File: src/rtl/ula_ctrl_pkg.sv
// Shared constants for the ULA sequencer: FSM encodings, default widths, ULA opcodes.
package ula_ctrl_pkg;

  localparam int unsigned WIDTH_DEF = 8;
  localparam int unsigned OPW_DEF   = 3;
  localparam int unsigned CNT_W     = 4;

  localparam logic [1:0] ST_IDLE = 2'd0;
  localparam logic [1:0] ST_WAIT = 2'd1;
  localparam logic [1:0] ST_RESP = 2'd2;

  localparam logic [2:0] OP_ADD = 3'd0;
  localparam logic [2:0] OP_SUB = 3'd1;
  localparam logic [2:0] OP_AND = 3'd2;
  localparam logic [2:0] OP_OR  = 3'd3;
  localparam logic [2:0] OP_XOR = 3'd4;

endpackage

File: src/rtl/ula_ctrl_if.sv
// Request, ULA-operand and response signals of the ULA sequencer.
interface ula_ctrl_if #(
  parameter int unsigned WIDTH = 8,
  parameter int unsigned OPW   = 3
);
  logic             req0_valid;
  logic             req0_ready;
  logic [WIDTH-1:0] req0_a;
  logic [WIDTH-1:0] req0_b;
  logic [OPW-1:0]   req0_op;
  logic             req1_valid;
  logic             req1_ready;
  logic [WIDTH-1:0] req1_a;
  logic [WIDTH-1:0] req1_b;
  logic [OPW-1:0]   req1_op;
  logic [WIDTH-1:0] ula_a;
  logic [WIDTH-1:0] ula_b;
  logic [OPW-1:0]   ula_op;
  logic [WIDTH:0]   ula_s;
  logic             rsp_valid;
  logic             rsp_ready;
  logic [WIDTH:0]   rsp_s;
  logic             rsp_id;

  modport slave (
    input  req0_valid, req0_a, req0_b, req0_op,
    input  req1_valid, req1_a, req1_b, req1_op,
    input  ula_s, rsp_ready,
    output req0_ready, req1_ready,
    output ula_a, ula_b, ula_op,
    output rsp_valid, rsp_s, rsp_id
  );

  modport master (
    output req0_valid, req0_a, req0_b, req0_op,
    output req1_valid, req1_a, req1_b, req1_op,
    output ula_s, rsp_ready,
    input  req0_ready, req1_ready,
    input  ula_a, ula_b, ula_op,
    input  rsp_valid, rsp_s, rsp_id
  );
endinterface

File: src/rtl/ula_ctrl_rr_arb2.sv
// Two-way round-robin grant; the pointer names the requester favoured on a tie.
module rr_arb2 (
  input  logic [1:0] req,
  input  logic       ptr,
  input  logic       en,
  output logic [1:0] grant_c
);

  always_comb begin
    grant_c = 2'b00;
    if (en) begin
      if (req == 2'b11) grant_c = ptr ? 2'b10 : 2'b01;
      else              grant_c = req;
    end
  end

endmodule

File: src/rtl/ula_ctrl.sv
// Shares one ULA between two requesters: round-robin accept, fixed-latency wait,
// result returned with requester id over a valid/ready response channel.
module ula_ctrl
  import ula_ctrl_pkg::*;
#(
  parameter int unsigned WIDTH   = WIDTH_DEF,
  parameter int unsigned OPW     = OPW_DEF,
  parameter int unsigned ULA_LAT = 1
) (
  input  logic   clk,
  input  logic   rst_n,
  ula_ctrl_if.slave bus,
  output logic   busy
);

  localparam logic [CNT_W-1:0] LAT_INIT = CNT_W'(ULA_LAT);

  logic [1:0]       state_q, state_d;
  logic [CNT_W-1:0] cnt_q, cnt_d;
  logic             ptr_q, ptr_d;
  logic             run_q, run_d;
  logic [WIDTH-1:0] ula_a_q, ula_a_d;
  logic [WIDTH-1:0] ula_b_q, ula_b_d;
  logic [OPW-1:0]   ula_op_q, ula_op_d;
  logic [WIDTH:0]   rsp_s_q, rsp_s_d;
  logic             rsp_id_q, rsp_id_d;
  logic             rsp_valid_q, rsp_valid_d;
  logic             busy_q, busy_d;
  logic             arb_en;
  logic [1:0]       grant_c;

  // run_q keeps ready low while reset is held and for the first cycle after release
  assign arb_en = run_q && (state_q == ST_IDLE);

  rr_arb2 u_arb (
    .req     ({bus.req1_valid, bus.req0_valid}),
    .ptr     (ptr_q),
    .en      (arb_en),
    .grant_c (grant_c)
  );

  always_comb begin
    state_d     = state_q;
    cnt_d       = cnt_q;
    ptr_d       = ptr_q;
    run_d       = 1'b1;
    ula_a_d     = ula_a_q;
    ula_b_d     = ula_b_q;
    ula_op_d    = ula_op_q;
    rsp_s_d     = rsp_s_q;
    rsp_id_d    = rsp_id_q;
    rsp_valid_d = rsp_valid_q;
    case (state_q)
      ST_IDLE: begin
        if (grant_c[1]) begin
          ula_a_d  = bus.req1_a;
          ula_b_d  = bus.req1_b;
          ula_op_d = bus.req1_op;
          rsp_id_d = 1'b1;
          cnt_d    = LAT_INIT;
          state_d  = ST_WAIT;
        end else if (grant_c[0]) begin
          ula_a_d  = bus.req0_a;
          ula_b_d  = bus.req0_b;
          ula_op_d = bus.req0_op;
          rsp_id_d = 1'b0;
          cnt_d    = LAT_INIT;
          state_d  = ST_WAIT;
        end
      end
      ST_WAIT: begin
        if (cnt_q == '0) begin
          rsp_s_d     = bus.ula_s;
          rsp_valid_d = 1'b1;
          state_d     = ST_RESP;
        end else begin
          cnt_d = cnt_q - CNT_W'(1);
        end
      end
      ST_RESP: begin
        if (bus.rsp_ready) begin
          rsp_valid_d = 1'b0;
          ptr_d       = ~rsp_id_q;
          state_d     = ST_IDLE;
        end
      end
      default: begin
        rsp_valid_d = 1'b0;
        state_d     = ST_IDLE;
      end
    endcase
    busy_d = (state_d != ST_IDLE);
  end

  always_ff @(posedge clk or negedge rst_n) begin
    if (!rst_n) begin
      state_q     <= ST_IDLE;
      cnt_q       <= '0;
      ptr_q       <= 1'b0;
      run_q       <= 1'b0;
      ula_a_q     <= '0;
      ula_b_q     <= '0;
      ula_op_q    <= '0;
      rsp_s_q     <= '0;
      rsp_id_q    <= 1'b0;
      rsp_valid_q <= 1'b0;
      busy_q      <= 1'b0;
    end else begin
      state_q     <= state_d;
      cnt_q       <= cnt_d;
      ptr_q       <= ptr_d;
      run_q       <= run_d;
      ula_a_q     <= ula_a_d;
      ula_b_q     <= ula_b_d;
      ula_op_q    <= ula_op_d;
      rsp_s_q     <= rsp_s_d;
      rsp_id_q    <= rsp_id_d;
      rsp_valid_q <= rsp_valid_d;
      busy_q      <= busy_d;
    end
  end

  assign bus.req0_ready = grant_c[0];
  assign bus.req1_ready = grant_c[1];
  assign bus.ula_a      = ula_a_q;
  assign bus.ula_b      = ula_b_q;
  assign bus.ula_op     = ula_op_q;
  assign bus.rsp_s      = rsp_s_q;
  assign bus.rsp_id     = rsp_id_q;
  assign bus.rsp_valid  = rsp_valid_q;
  assign busy           = busy_q;

endmodule

File: src/flat_wrapper.sv
// flat-port wrapper written by rule: the top's interface ports become plain ports
module ula_ctrl_flat import ula_ctrl_pkg::*;
#(
  parameter int unsigned WIDTH   = WIDTH_DEF,
  parameter int unsigned OPW     = OPW_DEF,
  parameter int unsigned ULA_LAT = 1
)
  (clk, rst_n, busy, bus_req0_valid, bus_req0_a, bus_req0_b, bus_req0_op, bus_req1_valid, bus_req1_a, bus_req1_b, bus_req1_op, bus_ula_s, bus_rsp_ready, bus_req0_ready, bus_req1_ready, bus_ula_a, bus_ula_b, bus_ula_op, bus_rsp_valid, bus_rsp_s, bus_rsp_id);
  ula_ctrl_if #(.WIDTH(WIDTH), .OPW(OPW)) bus_i ();
  input  logic clk;
  input  logic rst_n;
  output logic busy;
  input wire logic [$bits(bus_i.req0_valid)-1:0] bus_req0_valid;
  input wire logic [$bits(bus_i.req0_a)-1:0] bus_req0_a;
  input wire logic [$bits(bus_i.req0_b)-1:0] bus_req0_b;
  input wire logic [$bits(bus_i.req0_op)-1:0] bus_req0_op;
  input wire logic [$bits(bus_i.req1_valid)-1:0] bus_req1_valid;
  input wire logic [$bits(bus_i.req1_a)-1:0] bus_req1_a;
  input wire logic [$bits(bus_i.req1_b)-1:0] bus_req1_b;
  input wire logic [$bits(bus_i.req1_op)-1:0] bus_req1_op;
  input wire logic [$bits(bus_i.ula_s)-1:0] bus_ula_s;
  input wire logic [$bits(bus_i.rsp_ready)-1:0] bus_rsp_ready;
  output wire logic [$bits(bus_i.req0_ready)-1:0] bus_req0_ready;
  output wire logic [$bits(bus_i.req1_ready)-1:0] bus_req1_ready;
  output wire logic [$bits(bus_i.ula_a)-1:0] bus_ula_a;
  output wire logic [$bits(bus_i.ula_b)-1:0] bus_ula_b;
  output wire logic [$bits(bus_i.ula_op)-1:0] bus_ula_op;
  output wire logic [$bits(bus_i.rsp_valid)-1:0] bus_rsp_valid;
  output wire logic [$bits(bus_i.rsp_s)-1:0] bus_rsp_s;
  output wire logic [$bits(bus_i.rsp_id)-1:0] bus_rsp_id;
  assign bus_i.req0_valid = bus_req0_valid;
  assign bus_i.req0_a = bus_req0_a;
  assign bus_i.req0_b = bus_req0_b;
  assign bus_i.req0_op = bus_req0_op;
  assign bus_i.req1_valid = bus_req1_valid;
  assign bus_i.req1_a = bus_req1_a;
  assign bus_i.req1_b = bus_req1_b;
  assign bus_i.req1_op = bus_req1_op;
  assign bus_i.ula_s = bus_ula_s;
  assign bus_i.rsp_ready = bus_rsp_ready;
  assign bus_req0_ready = bus_i.req0_ready;
  assign bus_req1_ready = bus_i.req1_ready;
  assign bus_ula_a = bus_i.ula_a;
  assign bus_ula_b = bus_i.ula_b;
  assign bus_ula_op = bus_i.ula_op;
  assign bus_rsp_valid = bus_i.rsp_valid;
  assign bus_rsp_s = bus_i.rsp_s;
  assign bus_rsp_id = bus_i.rsp_id;
  ula_ctrl #(.WIDTH(WIDTH), .OPW(OPW), .ULA_LAT(ULA_LAT)) u_core (.clk(clk), .rst_n(rst_n), .bus(bus_i), .busy(busy));
endmodule
File: config.mk
export PLATFORM = sky130hd
export DESIGN_NAME = ula_ctrl_flat
export DESIGN_NICKNAME = d
export VERILOG_FILES = /design/src/rtl/ula_ctrl_pkg.sv /design/src/rtl/ula_ctrl_if.sv /design/src/rtl/ula_ctrl_rr_arb2.sv /design/src/rtl/ula_ctrl.sv /design/src/flat_wrapper.sv
export SDC_FILE = /design/constraint.sdc
export NUM_CORES = 1
export LEC_CHECK = 0
export CORE_ASPECT_RATIO = 1.2
export CORE_UTILIZATION = 44
export DETAILED_ROUTE_END_ITERATION = 12
export PLACE_DENSITY = 0.92
export REMOVE_ABC_BUFFERS = 1
export SLEW_MARGIN = 20
export SYNTH_ARGS = -nofsm -noshare
export SYNTH_HDL_FRONTEND = slang
export SYNTH_HIERARCHICAL = 1
export SYNTH_SLANG_ARGS = --single-unit
File: constraint.sdc
create_clock -name clk -period 3.53 [get_ports clk]
set_clock_uncertainty 0.15 [all_clocks]
set_input_delay 0.706 -clock clk [delete_from_list [all_inputs] [get_ports clk]]
set_output_delay 0.706 -clock clk [all_outputs]
set_load 0.01 [all_outputs]
* After elaboration in Yosys (flattened, before gate mapping) *
Index checks and enable logic that the tools add are counted.

cells by class
  add/sub/neg operators = 1
  equal/unequal tests = 7
  muxes and demuxes = 23
  bitwise logic cells = 2
  reduce and logical (&&, ||, !) cells = 11

operator list
  kind                                                                 count
  8-bit 2-to-1 mux                                                     4
  2-bit 2-to-1 mux                                                     7
  4-bit 2-to-1 mux                                                     3
  4-bit case mux with 2 select lines                                   1
  3-bit 2-to-1 mux                                                     2
  2-bit case mux with 3 select lines                                   1
  2-bit AND reduction                                                  3
  3-bit AND reduction                                                  2
  2-bit nonzero test                                                   3
  2-bit == test (second input constant)                                2
  4-bit logical NOT                                                    1
  1-bit 2-to-1 mux                                                     4
  2-bit != test (second input constant)                                2
  4-bit by 1-bit subtractor with 4-bit output (second input constant)  1
  3-bit by 1-bit != test with 1-bit output (second input constant)     1
  1-bit case mux with 3 select lines                                   1
  2-bit by 1-bit == test with 1-bit output (second input constant)     1
  2-bit logical NOT                                                    1
  2-bit by 1-bit != test with 1-bit output (second input constant)     1
  1-bit NOT                                                            2
  1-bit logical AND                                                    1

word-level totals
  bits in registers = 39
  logic and storage cells = 55

* Longest topological paths before layout *
  depth in word-level cells = 7
  depth in mapped cells = 10
  depth with buffers taken out = 7

* Cells and area by module *
The synthesis kept the hierarchy.

by module, submodules not included
  module    instances  cells each  area each (sq um)  sequential area each (sq um)
  ula_ctrl  1          156         1,803.0            975.9
  rr_arb2   1          5           21.3               0.0

* Worst setup path after synthesis *
No wires, ideal clock.

  path type = register to register
  start = register u_core.state_q[0]
  end = register u_core.cnt_q[0]
  library setup time = 0.079 ns
  arrival time = 2.008 ns
  setup slack = 1.293 ns
  stages on the path, launching flop included = 11
  path buffers = 3
  cell sequence = dfrtp_1 > buf_2 > nor2_2 > buf_2 > and2_1 > nand2_1 > a21oi_1 > or2_1 > clkbuf_1 > a21oi_1 > mux2i_1

between the ends
  longest elaborated chain between the ends = 5
  elaborated cells on any way between the ends = 10

ends and longest elaborated chain
  item                                                                                           RTL line                RTL
  start, declared                                                                                ula_ctrl.sv:18          logic [1:0] state_q, state_d;
  start signal, assigned                                                                         ula_ctrl.sv:109         state_q <= state_d;
  2-bit logical NOT *                                                                            ula_ctrl.sv:33          assign arb_en = run_q && (state_q == ST_IDLE);
  1-bit logical AND *                                                                            ula_ctrl.sv:33
  named net u_core.arb_en                                                                        ula_ctrl.sv:29          logic arb_en;
  2-bit 2-to-1 mux *                                                                             ula_ctrl_rr_arb2.sv:11  if (en) begin
  named net bus_req1_ready                                                                       flat_wrapper.sv:24      output wire logic [$bits(bus_i.req1_ready)-1:0] bus_req1_ready;
  3-bit by 1-bit != test with 1-bit output (no line) / 4-bit 2-to-1 mux (equally long branches)  --
  3-bit AND reduction (no line) / 4-bit case mux with 2 select lines (equally long branches)     --
  end signal, assigned                                                                           ula_ctrl.sv:110         cnt_q <= cnt_d;
  end, declared                                                                                  ula_ctrl.sv:19          logic [CNT_W-1:0] cnt_q, cnt_d;

Mark *: on every way through the listed nets, which the timed path passes. The rest lies on a longest branch.
A chain may end at the register's enable or synchronous reset.

* Worst setup path in the final report *
  start = input port bus_req1_valid
  end = output port bus_req1_ready

between the ends
  longest elaborated chain between the ends = 3

ends and longest elaborated chain
  item                RTL line                RTL
  start, declared     flat_wrapper.sv:17      input wire logic [$bits(bus_i.req1_valid)-1:0] bus_req1_valid;
  2-bit == test       ula_ctrl_rr_arb2.sv:12  if (req == 2'b11) grant_c = ptr ? 2'b10 : 2'b01;
  2-bit 2-to-1 mux *  ula_ctrl_rr_arb2.sv:12
  2-bit 2-to-1 mux *  ula_ctrl_rr_arb2.sv:11
  end, declared       flat_wrapper.sv:24

Every way passes the cells marked *; elsewhere a longest branch is shown, timed or not.

==> impl_metrics.ini <==
[clock_tree]
clk_latency_ns = 0.29
ctsHoldBuffers = 0
clockBufferDepth = 2
cts_tree = done
cts_resized = 0
clock-sinks = 39
cts_root_buf = clkbuf_8
htree_levels = 2
post-cts-setup-buffers = 0
clk_pin_slew_ns = 0.08
cts_buffers = 5

[timing]
hold_viol_final = 0
whs_ns = 0.358
fmax_mhz = 325
finalSetupViolCount = 0
period_needed_ns = 3.07
worstMarginPinSlew_ns = 0.850
fin_crit_sh_pct = 87.1
slew_headroom_pct = 43.4
drv_slew = 0
setup_slack_ns = 0.456
rsz0062_at_grt = false

[global_routing]
antenna_found_initial = 0
grt_usage_pct = 22.5
grt_pass1_vias = 1529
overflow = 0
grt_pass1_wl_mm = 7.16
grt_max_degree = 40

[logic_synthesis]
synth_area_leaders = dfrtp_1 (53%), a21oi_1 (12%), mux2i_1 (11%), mux2_4 (6.6%), buf_2 (1.9%)
async_reset_ff_share_pct = 100
ys_types = 32
yosysMostFrequentCell = a21oi_1
synth_edf_count = 0
syn_avg_cell_area_sq_um = 11.3
synth_area_leader_cell = dfrtp_1
ys_seq_area_share_pct = 53.5
netlist.area_leader.share_pct = 53.5
netlist_top_cells_count = a21oi_1 (42), dfrtp_1 (39), mux2i_1 (20)
synthFlopType = dfrtp_1
synth-seq-cells = 39
synth_cells = 161
yosys_warnings = 6
syn_area_sq_um = 1820

[final_layout]
drive_gt1_share_pct = 11.7
final_cells = 302
area_growth_pct = 55.0
final_nets = 301
n_fill_cell = 292
antenna_cells = 0

[drt]
avgViaCountPerCell = 5.10
drtPass1Iterations = 4
drt_iter0_drc = 74
wire_per_inst_um = 15.4
drc = 0
routed_wirelength_mm = 4.64
vias = 1541
final_antenna_net_count = 0

[job]
maxCapViolCount = 0

[floorplanning]
ios = 85
die_h_um = 72.5
core_sq_um = 3940
dieArea_sq_um = 4410
initial_core_util_pct = 46.3
fp-row-count = 25
die_x_um = 60.8

[power_and_ir_drop]
p_leak_nw = 1.17
vdd_ir_drop_max_mv = 0.501
power.density_nw_per_um2 = 833

[placed_design]
place_congestion = 0.752
dpl_worst_slack_ns = 0.444
hpwl_mm = 3.49
portBuffers = 84
placedCellCount = 294

[critical_path]
critPathMaxFanout = 7
cp_data_arrival_time_ns = 2.22
worstSetupPathType = input port to output pin
worstSetupStartpointType = input port
required_ns = 2.67
end_kind = output pin

[worst_hold_path]
hp-class = input port to async pin

[run_status]
outcome = complete, no violations
-- layer usage --
metal	up-vias	global-route usage [%]	wire [um]
met1	717	25.6	1760
met2	73	38.3	2350
li1	742	-	-
met4	0	9.34	95
met5	-	0	0
met3	9	6.95	432
-- placed cells by master (no fill, tap or decap), types with 2 or more instances in the layout --
master,instances
clkbuf_8,5
ha_1,2
buf_4,5
clkdlybuf4s50_1,83
o21ai_0,5
nor2_1,2
and2_1,2
dfrtp_1,39
inv_1,5
nand2_1,7
mux2i_1,20
a21oi_1,41
mux2_4,8
-- registers in the layout, summed over array words and instances (netlist names) --
register              cells
u_core/state_q            2
u_core/bus.rsp_s          9
u_core/bus.ula_op         3
u_core/bus.rsp_valid      1
u_core/ptr_q              1
u_core/bus.rsp_id         1
u_core/bus.ula_b          8
u_core/busy               1
u_core/run_q              1
u_core/bus.ula_a          8
u_core/cnt_q              4
-- worst max-delay path, stage by stage --
cell,delay (ns)
clkdlybuf4s50_1,0.48
nand2_1,0.07
a21oi_2,0.34
clkdlybuf4s50_1,0.62
-- cells by family after synthesis --
family / Yosys count / share of synthesized area [%]
AOI/OAI and AO/OA: 52 / 15.3
DFF: 39 / 53.5
muxes: 29 / 18.2
and+or+nand+nor: 23 / 7.48
buffers and inverters: 15 / 3.98
adders and majority gates: 2 / 1.37
other: 1 / 0.206
-- worst paths after layout --
check / slack, ns / end / cells past startpoint / startpoint
hold / removal: 0.36 / u_core/bus.ula_b[5] / 1 / rst_n
setup / recovery: 0.46 / bus_req1_ready / 4 / bus_req1_valid
max in group asynchronous: 2.33 / u_core/cnt_q[0] / 1 / rst_n
hold reg to reg: 0.36 / u_core/bus.rsp_s[2] / 1 / u_core/bus.rsp_s[2]
setup reg to reg: 1.13 / u_core/bus.ula_a[2] / 8 / u_core/state_q[0]
min in group clk: 0.36 / u_core/bus.rsp_s[2] / 1 / u_core/bus.rsp_s[2]
-- where the power goes --
group	leakage [nW]	internal [mW]	total, mW	switching, mW
clock network	0.0581	0.210	0.368	0.158
logic	0.667	0.647	1.18	0.529
registers	0.449	0.665	0.810	0.146
total	1.17	1.52	2.35	0.833
-- per-stage QoR --
stage | total power, mW | cell area [sq um] | utilization, % | TNS, ns
finish | 2.35 | 2830 | 71.7 | 0
global route | 2.51 | 2830 | 71.7 | 0
CTS | 2.37 | 2830 | 71.7 | 0
detailed placement | 1.99 | 2720 | 68.9 | 0
global placement | 1.94 | 2720 | 68.9 | 0
floorplan | 1.39 | 1770 | - | -16.14
-- layout make-up --
| cell class | count | area (sq um) | area share (%) |
|---|---|---|---|
| Clock inverter | 3 | 43.8 | 1.55 |
| Inverter | 5 | 18.8 | 0.664 |
| Clock buffer | 5 | 68.8 | 2.43 |
| Timing Repair Buffer | 89 | 873 | 30.9 |
| Multi-Input combinational cell | 107 | 779 | 27.6 |
| Tap cell | 54 | 67.6 | 2.39 |
| Sequential cell | 39 | 976 | 34.5 |
(Power assumes the default switching activity.)
